===== src/rtl/rx_uart.sv =====
// UART receiver: 16x oversampling, 8N1 framing, writes each good byte into a downstream FIFO.
// Reports framing errors, and bytes dropped because the FIFO was full, as one-cycle pulses.
module rx_uart #(
  parameter int CLK_FREQ   = 50_000_000,
  parameter int BAUD_RATE  = 9600,
  parameter int TICK_COUNT = CLK_FREQ / (BAUD_RATE * 16)
) (
  input  logic       clk,
  input  logic       rst,
  input  logic       rxData,
  input  logic       full,
  output logic [7:0] din,
  output logic       wrEn,
  output logic       frameErr,
  output logic       overflow
);

  localparam int TickW = (TICK_COUNT > 1) ? $clog2(TICK_COUNT) : 1;

  typedef enum logic [2:0] {
    IDLE      = 3'd0,
    START     = 3'd1,
    DATA      = 3'd2,
    STOP      = 3'd3,
    WAIT_HIGH = 3'd4
  } RxState;

  RxState           state, stateNext;
  logic             rxMeta, rxS;
  logic [TickW-1:0] tickCnt;
  logic             tick;
  logic [3:0]       osCnt;
  logic [2:0]       bitIdx;
  logic [7:0]       shiftReg;
  logic             doShift, writeNow, ferrNow, ovfNow;

  // The serial line is asynchronous, so it is resynchronised before any decision uses it.
  always_ff @(posedge clk or negedge rst) begin
    if (!rst) begin
      rxMeta <= 1'b1;
      rxS    <= 1'b1;
    end else begin
      rxMeta <= rxData;
      rxS    <= rxMeta;
    end
  end

  assign tick = (state != IDLE) && (tickCnt == TickW'(TICK_COUNT - 1));

  always_ff @(posedge clk or negedge rst) begin
    if (!rst) begin
      tickCnt <= '0;
    end else if (state == IDLE || tick) begin
      tickCnt <= '0;
    end else begin
      tickCnt <= tickCnt + 1'b1;
    end
  end

  // osCnt restarts on every state change so each state measures its own sample point.
  always_ff @(posedge clk or negedge rst) begin
    if (!rst) begin
      osCnt <= '0;
    end else if (stateNext != state) begin
      osCnt <= '0;
    end else if (tick) begin
      osCnt <= osCnt + 1'b1;
    end
  end

  always_ff @(posedge clk or negedge rst) begin
    if (!rst) begin
      state <= IDLE;
    end else begin
      state <= stateNext;
    end
  end

  always_comb begin
    stateNext = state;
    doShift   = 1'b0;
    writeNow  = 1'b0;
    ferrNow   = 1'b0;
    ovfNow    = 1'b0;
    case (state)
      IDLE: begin
        if (!rxS) stateNext = START;
      end
      START: begin
        if (tick && osCnt == 4'd7) stateNext = rxS ? IDLE : DATA;
      end
      DATA: begin
        if (tick && osCnt == 4'd15) begin
          doShift = 1'b1;
          if (bitIdx == 3'd7) stateNext = STOP;
        end
      end
      STOP: begin
        if (tick && osCnt == 4'd15) begin
          if (!rxS) begin
            ferrNow   = 1'b1;
            stateNext = WAIT_HIGH;
          end else begin
            writeNow  = !full;
            ovfNow    = full;
            stateNext = IDLE;
          end
        end
      end
      WAIT_HIGH: begin
        if (rxS) stateNext = IDLE;
      end
      default: stateNext = IDLE;
    endcase
  end

  // Data arrives LSB first, so each new bit enters at the top and shifts down.
  always_ff @(posedge clk or negedge rst) begin
    if (!rst) begin
      shiftReg <= '0;
      bitIdx   <= '0;
    end else begin
      if (doShift) shiftReg <= {rxS, shiftReg[7:1]};
      if (state != DATA) begin
        bitIdx <= '0;
      end else if (doShift) begin
        bitIdx <= bitIdx + 1'b1;
      end
    end
  end

  always_ff @(posedge clk or negedge rst) begin
    if (!rst) begin
      din      <= 8'h00;
      wrEn     <= 1'b0;
      frameErr <= 1'b0;
      overflow <= 1'b0;
    end else begin
      wrEn     <= writeNow;
      frameErr <= ferrNow;
      overflow <= ovfNow;
      if (writeNow) din <= shiftReg;
    end
  end

endmodule


===== config.mk =====
export PLATFORM = sky130hd
export DESIGN_NAME = rx_uart
export DESIGN_NICKNAME = d
export VERILOG_FILES = /design/src/rtl/rx_uart.sv
export SDC_FILE = /design/constraint.sdc
export NUM_CORES = 1
export LEC_CHECK = 0
export BUFFER_PORTS_ARGS = -buffer_cell sky130_fd_sc_hd__buf_2
export CAP_MARGIN = 20
export CORE_MARGIN = 1
export CORE_UTILIZATION = 35
export DETAILED_ROUTE_END_ITERATION = 10
export GPL_ROUTABILITY_DRIVEN = 0
export PLACE_DENSITY = 0.49
export SLEW_MARGIN = 15
export SYNTH_ARGS = -nofsm -noshare
export SYNTH_HDL_FRONTEND = slang
export SYNTH_SLANG_ARGS = --single-unit

===== constraint.sdc =====
create_clock -name clk -period 2.67 [get_ports clk]
set_input_delay 0.534 -clock clk [delete_from_list [all_inputs] [get_ports clk]]
set_output_delay 0.534 -clock clk [all_outputs]
set_load 0.05 [all_outputs]

# Yosys cells after proc, flatten, opt, wreduce, memory -nomap -nowiden
# Cells that the tools add are included.
# W data, S select, Z words.
# op_classes
muxes	25
n_shift	0
eq_ne	10
bitwise	0
order_cmp	0
div	0
reduce_logical	9
mul	0
add_sub_neg	3
# op_table
cell	count
$mux W3	9
$pmux W3 S5	1
$mux W1	11
$add A9 B1 Y9 const B	1
$eq A9 B9 Y1 const B	1
$mux W9	1
$mux W4	2
$eq A3 B2 Y1 const B	2
$eq A3 B3 Y1 const B	2
$add A4 B1 Y4 const B	1
$eq A4 B3 Y1 const B	1
$eq A4 B4 Y1 const B	1
$reduce_bool A2 Y1	2
$add A3 B1 Y3 const B	1
$eq A3 B1 Y1 const B	1
$logic_and A1 B1 Y1	3
$logic_not A3 Y1	1
$ne A3 B2 Y1 const B	1
$ne A3 B3 Y1	1
$reduce_bool A3 Y1	1
$mux W2	1
$logic_not A1 Y1	1
$logic_or A1 B1 Y1	1
# word_totals
romBits	0
register_bits	40
mem_bits_rw	0
latch_bits	0
output_inout_bits	11
word_cells	58
memories	0

# Logic depth before layout (Yosys ltp)
# depth
depth_word	7
mapped_depth	7
depth_no_buf	6

# Least setup slack after synthesis
# Ideal clock, no wire load.
# synth_path
path_kind	register to register
from	register tickCnt[3]
to	register din[0]
arrival_time_ns	2.310
stages_incl_launch_ff	7
slack_ns	0.235
period_less_slack_ns	2.435
n_path_buf	2
cell_sequence	dfrtp_1 or4b_1 buf_2 or4_4 or3_1 buf_6 mux2_4
# synth_between
elab_chain_len	5
# synth_lines
item	line	rtl
start: declaration	30	logic [TickW-1:0] tickCnt;
start signal: assignment	56	tickCnt <= tickCnt + 1'b1;
$eq A9 B9 Y1	48	assign tick = (state != IDLE) && (tickCnt == TickW'(TICK_COUNT - 1));
$logic_and A1 B1 Y1	48	
$logic_and A1 B1 Y1	99	if (tick && osCnt == 4'd15) begin
$mux W1	99	
$mux W1	85	case (state)
end signal: assignment	142	if (writeNow) din <= shiftReg;
end: declaration	12	output logic [7:0] din,
# Every way passes these cells.
# A chain may end at the register's enable or synchronous reset.

# Final worst setup path
# layout_path
from	register tickCnt[3]
to	register din[3]
# Same word-level chain as after synthesis.

==> impl_metrics.py <==
metrics = {
    "detailed_routing": {
        "routedWlPerCell_um": 13.0,
        "dr.pass1.iters": 4,
        "drt-initial-drc-count": 53,
        "postRouteAntennaNets": 0,
        "vias": 1155,
        "remaining_drc_errors": 0,
        "via_per_inst": 4.81,
        "drt-total-wl_um": 3110,
    },
    "clock_tree": {
        "htreeDepth": 2,
        "clockRootBuffer": "clkbuf_8",
        "postCtsSetupBuffers": 0,
        "cts_tree": "yes",
        "clk_pin_slew_ns": 0.08,
        "postCtsHoldBufs": 0,
        "cts_sinks": 40,
        "cts.repair.resized": 0,
        "max-clock-path-buffers": 2,
        "clkLatencyLatePin_ns": 0.29,
        "numCtsBuffers": 5,
    },
    "power_and_ir_drop": {
        "power_leakage_nw": 0.990,
        "power_density_nw_per_um2": 531,
        "ir_drop_uv": 176,
    },
    "finish": {
        "final_nets": 181,
        "area_growth_pct": 14.6,
        "final_cells": 240,
        "post_route_cells_drive_above_1_share_pct": 27.7,
        "design_area_um2": 2100,
        "utilization_pct": 43.1,
        "fill_cells": 483,
        "antennaDiodeCount": 0,
    },
    "worst_hold_path": {
        "worst_hold_path.endpoint": "rxMeta",
        "hold_path.class": "primary input to register",
        "hold_depth": 1,
        "hp-start": "rxData",
    },
    "global_route": {
        "grt_max_degree": 41,
        "grt_overflow_total": 0,
        "grt.total_usage_pct": 12.4,
        "grt_pass1_wl_um": 5130,
        "antenna_found_initial": 0,
        "grt_pass1_vias": 1090,
    },
    "critical_path": {
        "cp_max_fo": 8,
        "reg2regPathDepth": 4,
        "r2r_start": "tickCnt[3]",
        "critPathCaptureType": "register",
        "r2r_end": "din[3]",
        "required_ns": 2.85,
        "r2r_setup_slack_ns": 0.17,
        "startpoint_type": "register",
        "worstPathArrival_ns": 2.69,
        "critPathKind": "register to register",
    },
    "die": {
        "pin_count": 15,
        "initial_utilization_pct": 37.6,
        "core_um2": 4880,
        "die_h_um": 74.4,
        "dieArea_um2": 5530,
        "die_w_um": 74.4,
        "num_rows": 25,
    },
    "sta": {
        "rsz0062_at_grt": "no",
        "skew_ns": 0.00764,
        "fin_tns_setup_ns": 0,
        "layout_worst_path_cycle_share_pct": 93.8,
        "fmax_ghz": 0.399,
        "maxSlewHeadroom_pct": 42.2,
        "setup_ws_ns": 0.166,
        "slew_viol_final": 0,
        "tightest_slew_ns": 0.868,
        "setup_viol": 0,
        "period_minus_slack_ns": 2.50,
        "hold_viol_final": 0,
    },
    "placement": {
        "post-dp-hpwl_um": 2250,
        "place_area_um2": 1990,
        "pre_cts_ws_ns": 0.164,
        "dp.cells": 232,
        "numPortBuffers": 14,
    },
    "synthesis": {
        "synth-seq-cells": 40,
        "synth_fp_nets": 162,
        "synth_area_um2": 1830,
        "synth_cells": 153,
        "synth_warnings": 0,
        "syn_avg_cell_area_um2": 12.0,
        "ys_seq_area_share_pct": 54.7,
        "ys_types": 35,
    },
    "job": {
        "drv_cap": 0,
    },
    "status": {
        "status": "finished, final reports clean",
    },
}
worst max-delay path, stage by stage, from the launching register on:
cell and delay, ns:
dfrtp_1 0.43, or4b_1 0.55, or4_4 0.51, or3_1 0.54, mux2_4 0.37
how the worst max path moves through the flow:
stage / start / end / slack [ns]
floorplan: tickCnt[3] / din[0] / 0.24
global placement: tickCnt[3] / din[3] / 0.20
detailed placement: tickCnt[3] / din[2] / 0.16
CTS: tickCnt[3] / din[3] / 0.15
global route: tickCnt[3] / din[2] / 0.09
finish: tickCnt[3] / din[3] / 0.17
cell usage after synthesis:
master	n	area, um^2
dfrtp_1	38	951
nor2_1	18	67.6
mux2_2	8	90.1
mux2_4	8	120
nor3_1	8	40.0
inv_1	7	26.3
nand3_1	6	30.0
xor2_1	6	52.6
clkbuf_1	5	18.8
ha_1	5	62.6
xnor2_1	5	43.8
mux2i_1	3	30.0
nand2_1	3	11.3
nor4_1	3	18.8
or3_1	3	18.8
a21oi_1	2	10.0
and3_1	2	12.5
dfstp_2	2	52.6
nand3b_1	2	15.0
nand4_1	2	12.5
nor4_2	2	25.0
o21bai_1	2	15.0
a2111oi_0	1	8.76
a311oi_1	1	8.76
a31oi_1	1	6.26
and4_1	1	8.76
buf_2	1	5.00
buf_6	1	11.3
nand4b_1	1	8.76
nor4b_1	1	8.76
o21ai_0	1	5.00
o31a_1	1	8.76
or4_1	1	7.51
or4_4	1	11.3
or4b_1	1	10.0
final cells by class:
class / count / area, um^2 / share of cell area, %
flip-flops and latches: 40 / 1000 / 47.8
multi-input cells: 99 / 768 / 36.6
repair buffers: 19 / 108 / 5.12
well taps: 67 / 83.8 / 3.99
clock buffers: 5 / 68.8 / 3.28
clock inverters: 3 / 42.5 / 2.03
inverters: 7 / 26.3 / 1.25
placed cells by master, fill, tap and decap left out, types with 2 or more instances in the layout:
master,synthesis,layout
nand3b_1,2,2
ha_1,5,5
dfrtp_1,38,38
nor4_1,3,3
buf_4,0,5
mux2_2,8,8
buf_2,1,14
nor3_1,8,8
mux2_4,8,8
xnor2_1,5,5
nand4_1,2,2
o21bai_1,2,2
or3_1,3,3
mux2i_1,3,3
nor2_1,18,18
clkbuf_8,0,5
dfstp_2,2,2
a21oi_1,2,2
nor4_2,2,2
and3_1,2,2
nand2_1,3,3
nand3_1,6,6
xor2_1,6,6
inv_1,7,7
cell families (layout without fill, tap and decap cells):
family | Yosys count | after routing | synth area share [%]
AO/OA/AOI/OAI | 9 | 9 | 3.41
XOR/XNOR | 11 | 11 | 5.26
adder cells (fa/ha/maj) | 5 | 5 | 3.41
buffers and inverters | 14 | 34 | 3.34
flip-flops | 40 | 40 | 54.7
multiplexers | 19 | 19 | 13.1
AND/OR/NAND/NOR | 55 | 55 | 16.7
flip-flops by register name (all words and copies together), names as in the netlist, 3 cells and up:
register / count
tickCnt: 9
din: 8
shiftReg: 8
osCnt: 4
bitIdx: 3
state: 3
through the flow:
stage	hold slack [ns]	power, mW
floorplan	0.238	0.622
global placement	0.350	0.637
detailed placement	0.351	0.637
CTS	0.332	1.13
global route	0.321	1.16
finish	0.336	1.12
report_power, final:
part / leakage [nW] / internal (mW) / total, mW / switching [mW]
sequential: 0.537 / 0.608 / 0.610 / 0.00204
combinational: 0.399 / 0.00174 / 0.0141 / 0.0124
clock: 0.0541 / 0.277 / 0.491 / 0.214
total: 0.990 / 0.886 / 1.12 / 0.229
routing by layer:
metal	up-vias	part of all wire (%)	track usage, %	wire (um)
met1	554	50	16.0	1550
met5	-	0	0	0
li1	573	-	-	-
met4	0	1.6	4.40	51
met2	21	45	19.3	1410
met3	7	3.4	4.47	105
Note: power is estimated with default switching activity, not from simulation.
